`src/rtl/mips_mem_pkg.sv`:
```
// +-----------------------------------------------------------------------------+
// | mips_mem_pkg: sequencer state encoding, data-segment bounds, byte lane pick |
// | Revision: 1.0                                                               |
// +-----------------------------------------------------------------------------+
`default_nettype none

package mips_mem_pkg;

  typedef enum logic [1:0] {
    IDLE  = 2'd0,
    FETCH = 2'd1,
    EMIT  = 2'd2,
    DONE  = 2'd3
  } seq_state_t;

  localparam logic [31:0] DATA_BEGIN_DEF = 32'h0040_0000;
  localparam logic [31:0] DATA_END_DEF   = 32'h0041_0F03;
  localparam int          MAX_LEN_DEF    = 1024;

  function automatic logic [7:0] byte_lane(input logic [31:0] word, input logic [1:0] bo);
    logic [7:0] b;
    case (bo)
      2'd0:    b = word[7:0];
      2'd1:    b = word[15:8];
      2'd2:    b = word[23:16];
      default: b = word[31:24];
    endcase
    return b;
  endfunction

endpackage

`default_nettype wire

```
`src/rtl/dmem_port_mux.sv`:
```
// +-----------------------------------------------------------------------------+
// | dmem_port_mux: data_memory port arbiter, pipeline MEM stage over sequencer  |
// | Revision: 1.0                                                               |
// +-----------------------------------------------------------------------------+
`default_nettype none

module dmem_port_mux (
  input  logic        cpu_mem_read,
  input  logic        cpu_mem_write,
  input  logic [31:0] cpu_addr,
  input  logic [31:0] cpu_wdata,
  input  logic        seq_read,
  input  logic [31:0] seq_addr,
  output logic        mem_read,
  output logic        mem_write,
  output logic [31:0] mem_addr,
  output logic [31:0] mem_wdata
);

  logic w_cpu_active;
  assign w_cpu_active = cpu_mem_read | cpu_mem_write;

  always_comb begin
    mem_read  = cpu_mem_read;
    mem_write = cpu_mem_write;
    mem_addr  = cpu_addr;
    mem_wdata = cpu_wdata;
    if (!w_cpu_active && seq_read) begin
      mem_read  = 1'b1;
      mem_write = 1'b0;
      mem_addr  = seq_addr;
      mem_wdata = 32'd0;
    end
  end

endmodule

`default_nettype wire

```
`src/rtl/syscall_string_seq.sv`:
```
// +-----------------------------------------------------------------------------+
// | syscall_string_seq: streams a NUL-terminated string from data memory        |
// | to the console while stalling the CPU.  Revision: 1.0                       |
// +-----------------------------------------------------------------------------+
`default_nettype none

module syscall_string_seq
  import mips_mem_pkg::*;
#(
  parameter logic [31:0] DATA_BEGIN = DATA_BEGIN_DEF,
  parameter logic [31:0] DATA_END   = DATA_END_DEF,
  parameter int          MAX_LEN    = MAX_LEN_DEF
) (
  input  logic        clk,
  input  logic        rst_n,
  input  logic        start,
  input  logic [31:0] a0,
  input  logic        cpu_mem_read,
  input  logic        cpu_mem_write,
  input  logic [31:0] cpu_addr,
  input  logic [31:0] cpu_wdata,
  input  logic [31:0] mem_rdata,
  output logic        mem_read,
  output logic        mem_write,
  output logic [31:0] mem_addr,
  output logic [31:0] mem_wdata,
  output logic [7:0]  char_data,
  output logic        char_valid,
  input  logic        char_ready,
  output logic        stall_cpu,
  output logic        busy,
  output logic        done,
  output logic        err
);

  seq_state_t  r_state, w_next;
  logic [31:0] r_ptr, r_wbuf, r_count;
  logic        r_err;

  logic        w_seq_read, w_load_start, w_load_wbuf, w_advance, w_set_err;
  logic        w_cpu_active, w_in_range;
  logic [7:0]  w_byte;

  assign w_cpu_active = cpu_mem_read | cpu_mem_write;
  assign w_in_range   = (r_ptr >= DATA_BEGIN) && (r_ptr <= DATA_END);
  assign w_byte       = byte_lane(r_wbuf, r_ptr[1:0]);

  always_comb begin
    w_next       = r_state;
    w_seq_read   = 1'b0;
    w_load_start = 1'b0;
    w_load_wbuf  = 1'b0;
    w_advance    = 1'b0;
    w_set_err    = 1'b0;
    char_valid   = 1'b0;
    char_data    = 8'd0;
    done         = 1'b0;
    case (r_state)
      IDLE: begin
        if (start) begin
          w_load_start = 1'b1;
          w_next       = FETCH;
        end
      end
      FETCH: begin
        // An out-of-range pointer never touches memory.
        if (!w_in_range) begin
          w_set_err = 1'b1;
          w_next    = DONE;
        end else begin
          w_seq_read = 1'b1;
          if (!w_cpu_active) begin
            w_load_wbuf = 1'b1;
            w_next      = EMIT;
          end
        end
      end
      EMIT: begin
        if (w_byte == 8'd0) begin
          w_next = DONE;
        end else begin
          char_valid = 1'b1;
          char_data  = w_byte;
          if (char_ready) begin
            w_advance = 1'b1;
            if (r_count + 32'd1 == 32'(MAX_LEN)) begin
              w_set_err = 1'b1;
              w_next    = DONE;
            end else if (r_ptr[1:0] == 2'd3) begin
              w_next = FETCH;
            end
          end
        end
      end
      DONE: begin
        done   = 1'b1;
        w_next = IDLE;
      end
      default: w_next = IDLE;
    endcase
  end

  always_ff @(posedge clk or negedge rst_n) begin
    if (!rst_n) begin
      r_state <= IDLE;
      r_ptr   <= 32'd0;
      r_wbuf  <= 32'd0;
      r_count <= 32'd0;
      r_err   <= 1'b0;
    end else begin
      r_state <= w_next;
      if (w_load_start) begin
        r_ptr   <= a0;
        r_count <= 32'd0;
        r_err   <= 1'b0;
      end
      if (w_load_wbuf) r_wbuf <= mem_rdata;
      if (w_advance) begin
        r_ptr   <= r_ptr + 32'd1;
        r_count <= r_count + 32'd1;
      end
      if (w_set_err) r_err <= 1'b1;
    end
  end

  assign busy      = (r_state != IDLE);
  assign stall_cpu = busy;
  assign err       = r_err;

  dmem_port_mux u_mux (
    .cpu_mem_read (cpu_mem_read),
    .cpu_mem_write(cpu_mem_write),
    .cpu_addr     (cpu_addr),
    .cpu_wdata    (cpu_wdata),
    .seq_read     (w_seq_read),
    .seq_addr     ({r_ptr[31:2], 2'b00}),
    .mem_read     (mem_read),
    .mem_write    (mem_write),
    .mem_addr     (mem_addr),
    .mem_wdata    (mem_wdata)
  );

endmodule

`default_nettype wire

```
`config.mk`:
```
export PLATFORM = sky130hd
export DESIGN_NAME = syscall_string_seq
export DESIGN_NICKNAME = d
export VERILOG_FILES = /design/src/rtl/mips_mem_pkg.sv /design/src/rtl/dmem_port_mux.sv /design/src/rtl/syscall_string_seq.sv
export SDC_FILE = /design/constraint.sdc
export NUM_CORES = 1
export LEC_CHECK = 0
export ABC_AREA = 1
export CAP_MARGIN = 30
export CORE_MARGIN = 2
export CORE_UTILIZATION = 30
export CTS_BUF_LIST = sky130_fd_sc_hd__clkbuf_4
export CTS_CLUSTER_DIAMETER = 80
export DETAILED_ROUTE_END_ITERATION = 8
export PLACE_DENSITY = 0.58
export RECOVER_POWER = 50
export SLEW_MARGIN = 40
export SYNTH_ARGS = -nofsm -noshare
export SYNTH_HDL_FRONTEND = slang
export SYNTH_HIERARCHICAL = 1
export SYNTH_SLANG_ARGS = --single-unit
```
`constraint.sdc`:
```
create_clock -name clk -period 3.9 [get_ports clk]
set_clock_uncertainty 0.05 [all_clocks]
set_input_delay 0.78 -clock clk [delete_from_list [all_inputs] [get_ports clk]]
set_output_delay 0.78 -clock clk [all_outputs]
set_load 0.05 [all_outputs]
```
==> impl_metrics.yaml, run 1 <==
cts:
  clkSinkCount: 99
  clkTransAtPathRegs_ns: 0.16
  cts-root-buf: "clkbuf_4"
  numCtsBuffers: 9
  cts_tree: "yes"
  cts.path.max_buffers: 2
  insertion_delay_ns: 0.48
  cts_setup_buffers: 0
  h-tree-depth: 3
floorplan:
  initial_utilization: 0.3035
  die_h_um: 157.6
  die-area_sq_mm: 0.02485
  rows: 56
  die_w_um: 157.6
  core_sq_mm: 0.02333
  ios: 213
drt:
  drc_errors: 0
  drtIter0Drc: 379
  vias: 7104
  route.antenna.remaining_nets: 0
  via_per_inst: 4.610
  first_pass_iters: 4
  avgRoutedWirePerCell_um: 14.28
  routed_wl_um: 22000
logic_synthesis:
  yosys.area_share.simple: 0.3490
  yosysTopAreaCellShare: 0.3499
  async_flop_share: 1.000
  synthMuxAreaShare: 0.05089
  synth_compound_area_frac: 0.08712
  synth_seq_cells: 99
  ys.flop_type: "dfrtp_1"
  post_synth.cell_area_avg_sq_um: 6.928
  synth_largest_area_cell: "dfrtp_1"
  ys_types: 40
  synthAdderAreaFrac: 0.01767
  synth_edf_count: 0
  synth_cells: 1022
  yosys_warnings: 6
  synthXorXnorAreaFrac: 0.04329
  syn_area_sq_mm: 0.007081
  synth_top_family_by_area: "simple AND/OR/NAND/NOR gates"
  yosys-top-cells-area: "dfrtp_1 (35%), nand2_1 (16%), inv_1 (6.7%), nor2_1 (6.3%), nand3_1 (6.1%)"
  seq_area_frac_synth: 0.3499
finish:
  layout_commonest_cell: "nand2_1"
  nFillCells: 2524
  area_growth_pct: 32.89
  final_cell_mix: "nand2_1 (306), clkdlybuf4s50_1 (144), inv_1 (126)"
  final_net_count: 1360
  drive_above_1_share: 0.1237
power_and_ir_drop:
  power_density_mw_per_mm2: 396.9
  p_total_mw: 3.734
  ir_worst_vdd_uv: 199.7
  power_leakage_nw: 4.561
hold_path:
  hp-start: "err"
  hold_class: "reg2reg"
  hold_depth: 2
  worst_hold_path.endpoint: "err"
timing:
  min_period_over_period: 0.9016
  rsz0062_at_grt: "no"
  hold_violations: 0
  tns_ns: 0
  slew_headroom: -0.4884
  clock.fmax_ghz: 0.2844
  finalSetupViolCount: 0
  fin_crit_ns: 3.516
  worstMarginPinSlew_ns: 2.233
  drv_slew: 95
critical_path:
  endpoint_kind: "output pin"
  crit_fanout: 8
  timing.rr.end: "r_ptr[19]"
  path_class: "reg2out"
  rrSetupSlack_ns: 0.58
  cp-start-kind: "flip-flop"
  crit_arrival_ns: 2.69
  r2r_cells: 12
  cp.required_ns: 3.07
  timing.rr.start: "r_ptr[0]"
status:
  violations: "max-capacitance violations, max-slew violations"
  status: "finished, violations left"
place:
  numPortBuffers: 212
  finalWeightedCongestion: 0.8884
  place_hpwl_um: 17020
global_routing:
  grt_pass1_wl_um: 34420
  grt_pass1_vias: 6608
  grt_overflow: 0
  gr-usage-all-layers: 0.1746
  grt_max_degree: 95
  antenna_found_initial: 1
flow_run:
  drv_cap: 1
## through the flow
step / area, sq um / instances / worst slack (ns) / util / hold slack, ns
final: 9409 / 1541 / 0.3839 / 0.4033 / 0.4545
after CTS: 9455 / 1540 / 0.09205 / 0.4052 / 0.4667
after detailed placement: 9329 / 1523 / 0.6647 / 0.3998 / 0.4224
after global placement: 9329 / 1523 / 0.7224 / 0.3998 / 0.4238
after global routing: 9409 / 1541 / 0.1488 / 0.4033 / 0.4882
after floorplan: 7084 / 1023 / 1.023 / - / 0.4087
## final cells by class
cell class / count / area (sq um) / share of cell area
diodes: 1 / 2.502 / 0.0002660
repair buffers: 222 / 2053 / 0.2182
inverters: 130 / 488.0 / 0.05186
multi-input cells: 754 / 3872 / 0.4116
clock inverters: 6 / 41.29 / 0.004388
flip-flops and latches: 99 / 2477 / 0.2633
well taps: 319 / 399.1 / 0.04242
clock buffers: 10 / 75.07 / 0.007979
## flip-flops by register name, summed over array words and instances, names as in the netlist
signal	cells
err	1
r_ptr	32
r_count	32
r_wbuf	32
r_state	2
## power breakdown
part | internal, mW | switching (mW) | leakage [nW]
sequential | 1.22 | 0.254 | 1.32
clock | 0.138 | 0.376 | 0.0588
combinational | 0.609 | 1.13 | 3.18
## worst max-delay path by stage
stage                               end  startpoint  cells after the start
final                      char_data[0]    r_ptr[0]                      7
after global routing       char_data[0]    r_ptr[0]                      7
after CTS                    char_valid    r_ptr[1]                     11
after detailed placement     char_valid    r_ptr[0]                     10
after global placement       char_valid    r_ptr[0]                     11
after floorplan           mem_wdata[10]    r_ptr[9]                     12
## metal layers
layer	routed length, um	vias up	global-route usage
met3	1435	16	0.04051
met4	249	0	0.03377
met2	9885	203	0.2747
met5	0	-	0
met1	10430	3234	0.2456
li1	-	3651	-
## synthesized netlist by cell type, types with 2 or more instances
| library cell | instances |
|---|---|
| o21bai_1 | 2 |
| nand4_1 | 18 |
| o221ai_1 | 6 |
| ha_1 | 10 |
| nor4_1 | 2 |
| nand3_1 | 86 |
| nor3_1 | 7 |
| nand3_2 | 3 |
| buf_6 | 4 |
| a21oi_1 | 6 |
| nor2_2 | 6 |
| clkbuf_1 | 7 |
| buf_4 | 6 |
| dfrtp_1 | 99 |
| mux2_1 | 2 |
| nand2_1 | 304 |
| inv_1 | 126 |
| nand2_2 | 7 |
| nor2_4 | 7 |
| inv_2 | 3 |
| xor2_1 | 34 |
| o21ai_1 | 5 |
| mux2_2 | 30 |
| o211ai_1 | 5 |
| nor2_1 | 118 |
| nand2_4 | 4 |
| o22ai_1 | 16 |
| buf_2 | 23 |
| o21ai_0 | 63 |
| a22o_1 | 3 |
## worst max-delay path, stage by stage, from the launching register on
cell             delay [ns]
dfrtp_1                0.48
inv_1                  0.11
ha_1                   0.31
a21oi_1                0.11
nand3_1                0.08
o21ai_0                0.12
nor2_1                 0.17
clkdlybuf4s50_1        0.84
## cells by family (layout without fill, tap and decap cells)
family          count (synthesis)  count (layout)
buf+inv                       170             368
compound gates                108             108
other cells                     1               3
mux                            32              32
xor+xnor                       35              35
fa+ha+maj                      10              10
flops                          99              99
simple gates                  567             567
## repair_timing
item	in CTS	in global routing
endpoints found under the setup margin	0	1
gates resized for setup	0	1
hold endpoints to repair	5	0
hold buffers	1	0
Note: power is estimated with default switching activity, not from simulation.
==> run 2, diff against run 1 <==
GPL_ROUTABILITY_DRIVEN = 0   (was unset)
==> run 2 against run 1 <==
  * The run still ends with max-capacitance violations, max-slew violations left
  * Routed wire length up 0.30%
  * Power up 0.39%
  * Sequential power about the same
  * Critical endpoint is now mem_wdata[31]
==> impl_metrics.yaml, run 2 (synthesized netlist as in run 1, its figures left out) <==
timing:
  finalSetupViolCount: 0
  rsz0062_at_grt: "no"
  fin_crit_ns: 3.563
  drv_slew: 37
  setup_slack_ns: 0.3368
  min_period_over_period: 0.9136
  tns_ns: 0
  clock.fmax_ghz: 0.2806
  holdWs_ns: 0.4537
  worstMarginPinSlew_ns: 2.120
  hold_violations: 0
  slew_headroom: -0.4131
place:
  pre_cts_ws_ns: 0.6469
  post_dp_cell_area_sq_mm: 0.009324
  numPortBuffers: 212
  place_inst: 1524
  place_hpwl_um: 17220
floorplan:
  ios: 213
  die-area_sq_mm: 0.02485
  core_sq_mm: 0.02333
  die_h_um: 157.6
  initial_utilization: 0.3035
  die_w_um: 157.6
  rows: 56
drt:
  drtIter0Drc: 384
  drc_errors: 0
  route.antenna.remaining_nets: 0
  vias: 7169
  routed_wl_um: 22060
  avgRoutedWirePerCell_um: 14.32
  via_per_inst: 4.652
  first_pass_iters: 4
finish:
  top_regs: "r_count: 32 flops, r_ptr: 32 flops, r_wbuf: 32 flops"
  nFillCells: 2488
  area_growth_pct: 32.99
  final_cell_mix: "nand2_1 (306), clkdlybuf4s50_1 (144), inv_1 (126)"
  layout_commonest_cell: "nand2_1"
  drive_above_1_share: 0.1229
  multi_input_comb_area_sq_mm: 0.003871
  final_util: 0.4036
  fin_area_sq_mm: 0.009417
  seqCellArea_sq_mm: 0.002477
  final_net_count: 1360
  final_cell_count_no_fill: 1541
cts:
  h-tree-depth: 3
  cts_hold_buf: 0
  cts_tree: "yes"
  cts.path.max_buffers: 2
  insertion_delay_ns: 0.47
  clkTransAtPathRegs_ns: 0.15
  cts_resized: 0
  numCtsBuffers: 9
  cts-root-buf: "clkbuf_4"
  clkSinkCount: 99
  cts_setup_buffers: 0
flow_run:
  drv_cap: 1
critical_path:
  path_class: "reg2out"
  endpoint_kind: "output pin"
  crit_fanout: 32
  cp-start-kind: "flip-flop"
  cp.required_ns: 3.07
  crit_arrival_ns: 2.73
global_routing:
  grt_pass1_vias: 6862
  grt_pass1_wl_um: 34890
  grt_max_degree: 64
  gr-usage-all-layers: 0.1765
  grt_overflow: 0
  antenna_found_initial: 1
hold_path:
  hold_class: "reg2reg"
power_and_ir_drop:
  ir_worst_vdd_uv: 202.7
  power_leakage_nw: 4.569
  power_density_mw_per_mm2: 398.1
  p_total_mw: 3.749
status:
  status: "finished, violations left"
  violations: "max-capacitance violations, max-slew violations"
==> run 2: critical path, stage by stage (launching register included) <==
cell and delay [ns]:
dfrtp_1 0.45, inv_1 0.15, nand4_1 0.14, nor4_1 0.40, nand2_1 0.11, nor2_2 0.25
nand2_4 0.08, inv_2 0.37, nor2_1 0.10, buf_4 0.21
==> run 2: routing by layer <==
metal / share of wire / track usage / wire length, um
met1: 0.47 / 0.2455 / 10430
met2: 0.44 / 0.2803 / 9770
met3: 0.070 / 0.03531 / 1552
met4: 0.014 / 0.04416 / 310
met5: 0 / 0 / 0
==> run 2: worst paths after layout <==
path | cells after the start | from | to | slack [ns]
max in group asynchronous | 1 | rst_n | r_wbuf[29] | 1.74
min | 2 | err | err | 0.45
max | 9 | r_ptr[19] | mem_wdata[31] | 0.34
min reg2reg | 2 | err | err | 0.45
min in group asynchronous | 1 | rst_n | r_wbuf[16] | 0.85
max reg2reg | 11 | r_ptr[0] | r_count[1] | 0.46
==> run 2: power by group <==
part,internal [mW],total (mW),switching [mW]
clock,0.143,0.508,0.365
combinational,0.624,1.77,1.14
sequential,1.22,1.47,0.253
total,1.99,3.75,1.76
==> run 2: layout make-up <==
cell class              instances  area share
inverters                     130     0.05182
clock inverters                 5    0.003189
repair buffers                222      0.2194
multi-input cells             754      0.4111
well taps                     319     0.04239
flip-flops and latches         99      0.2631
clock buffers                  11    0.008770
diodes                          1   0.0002657
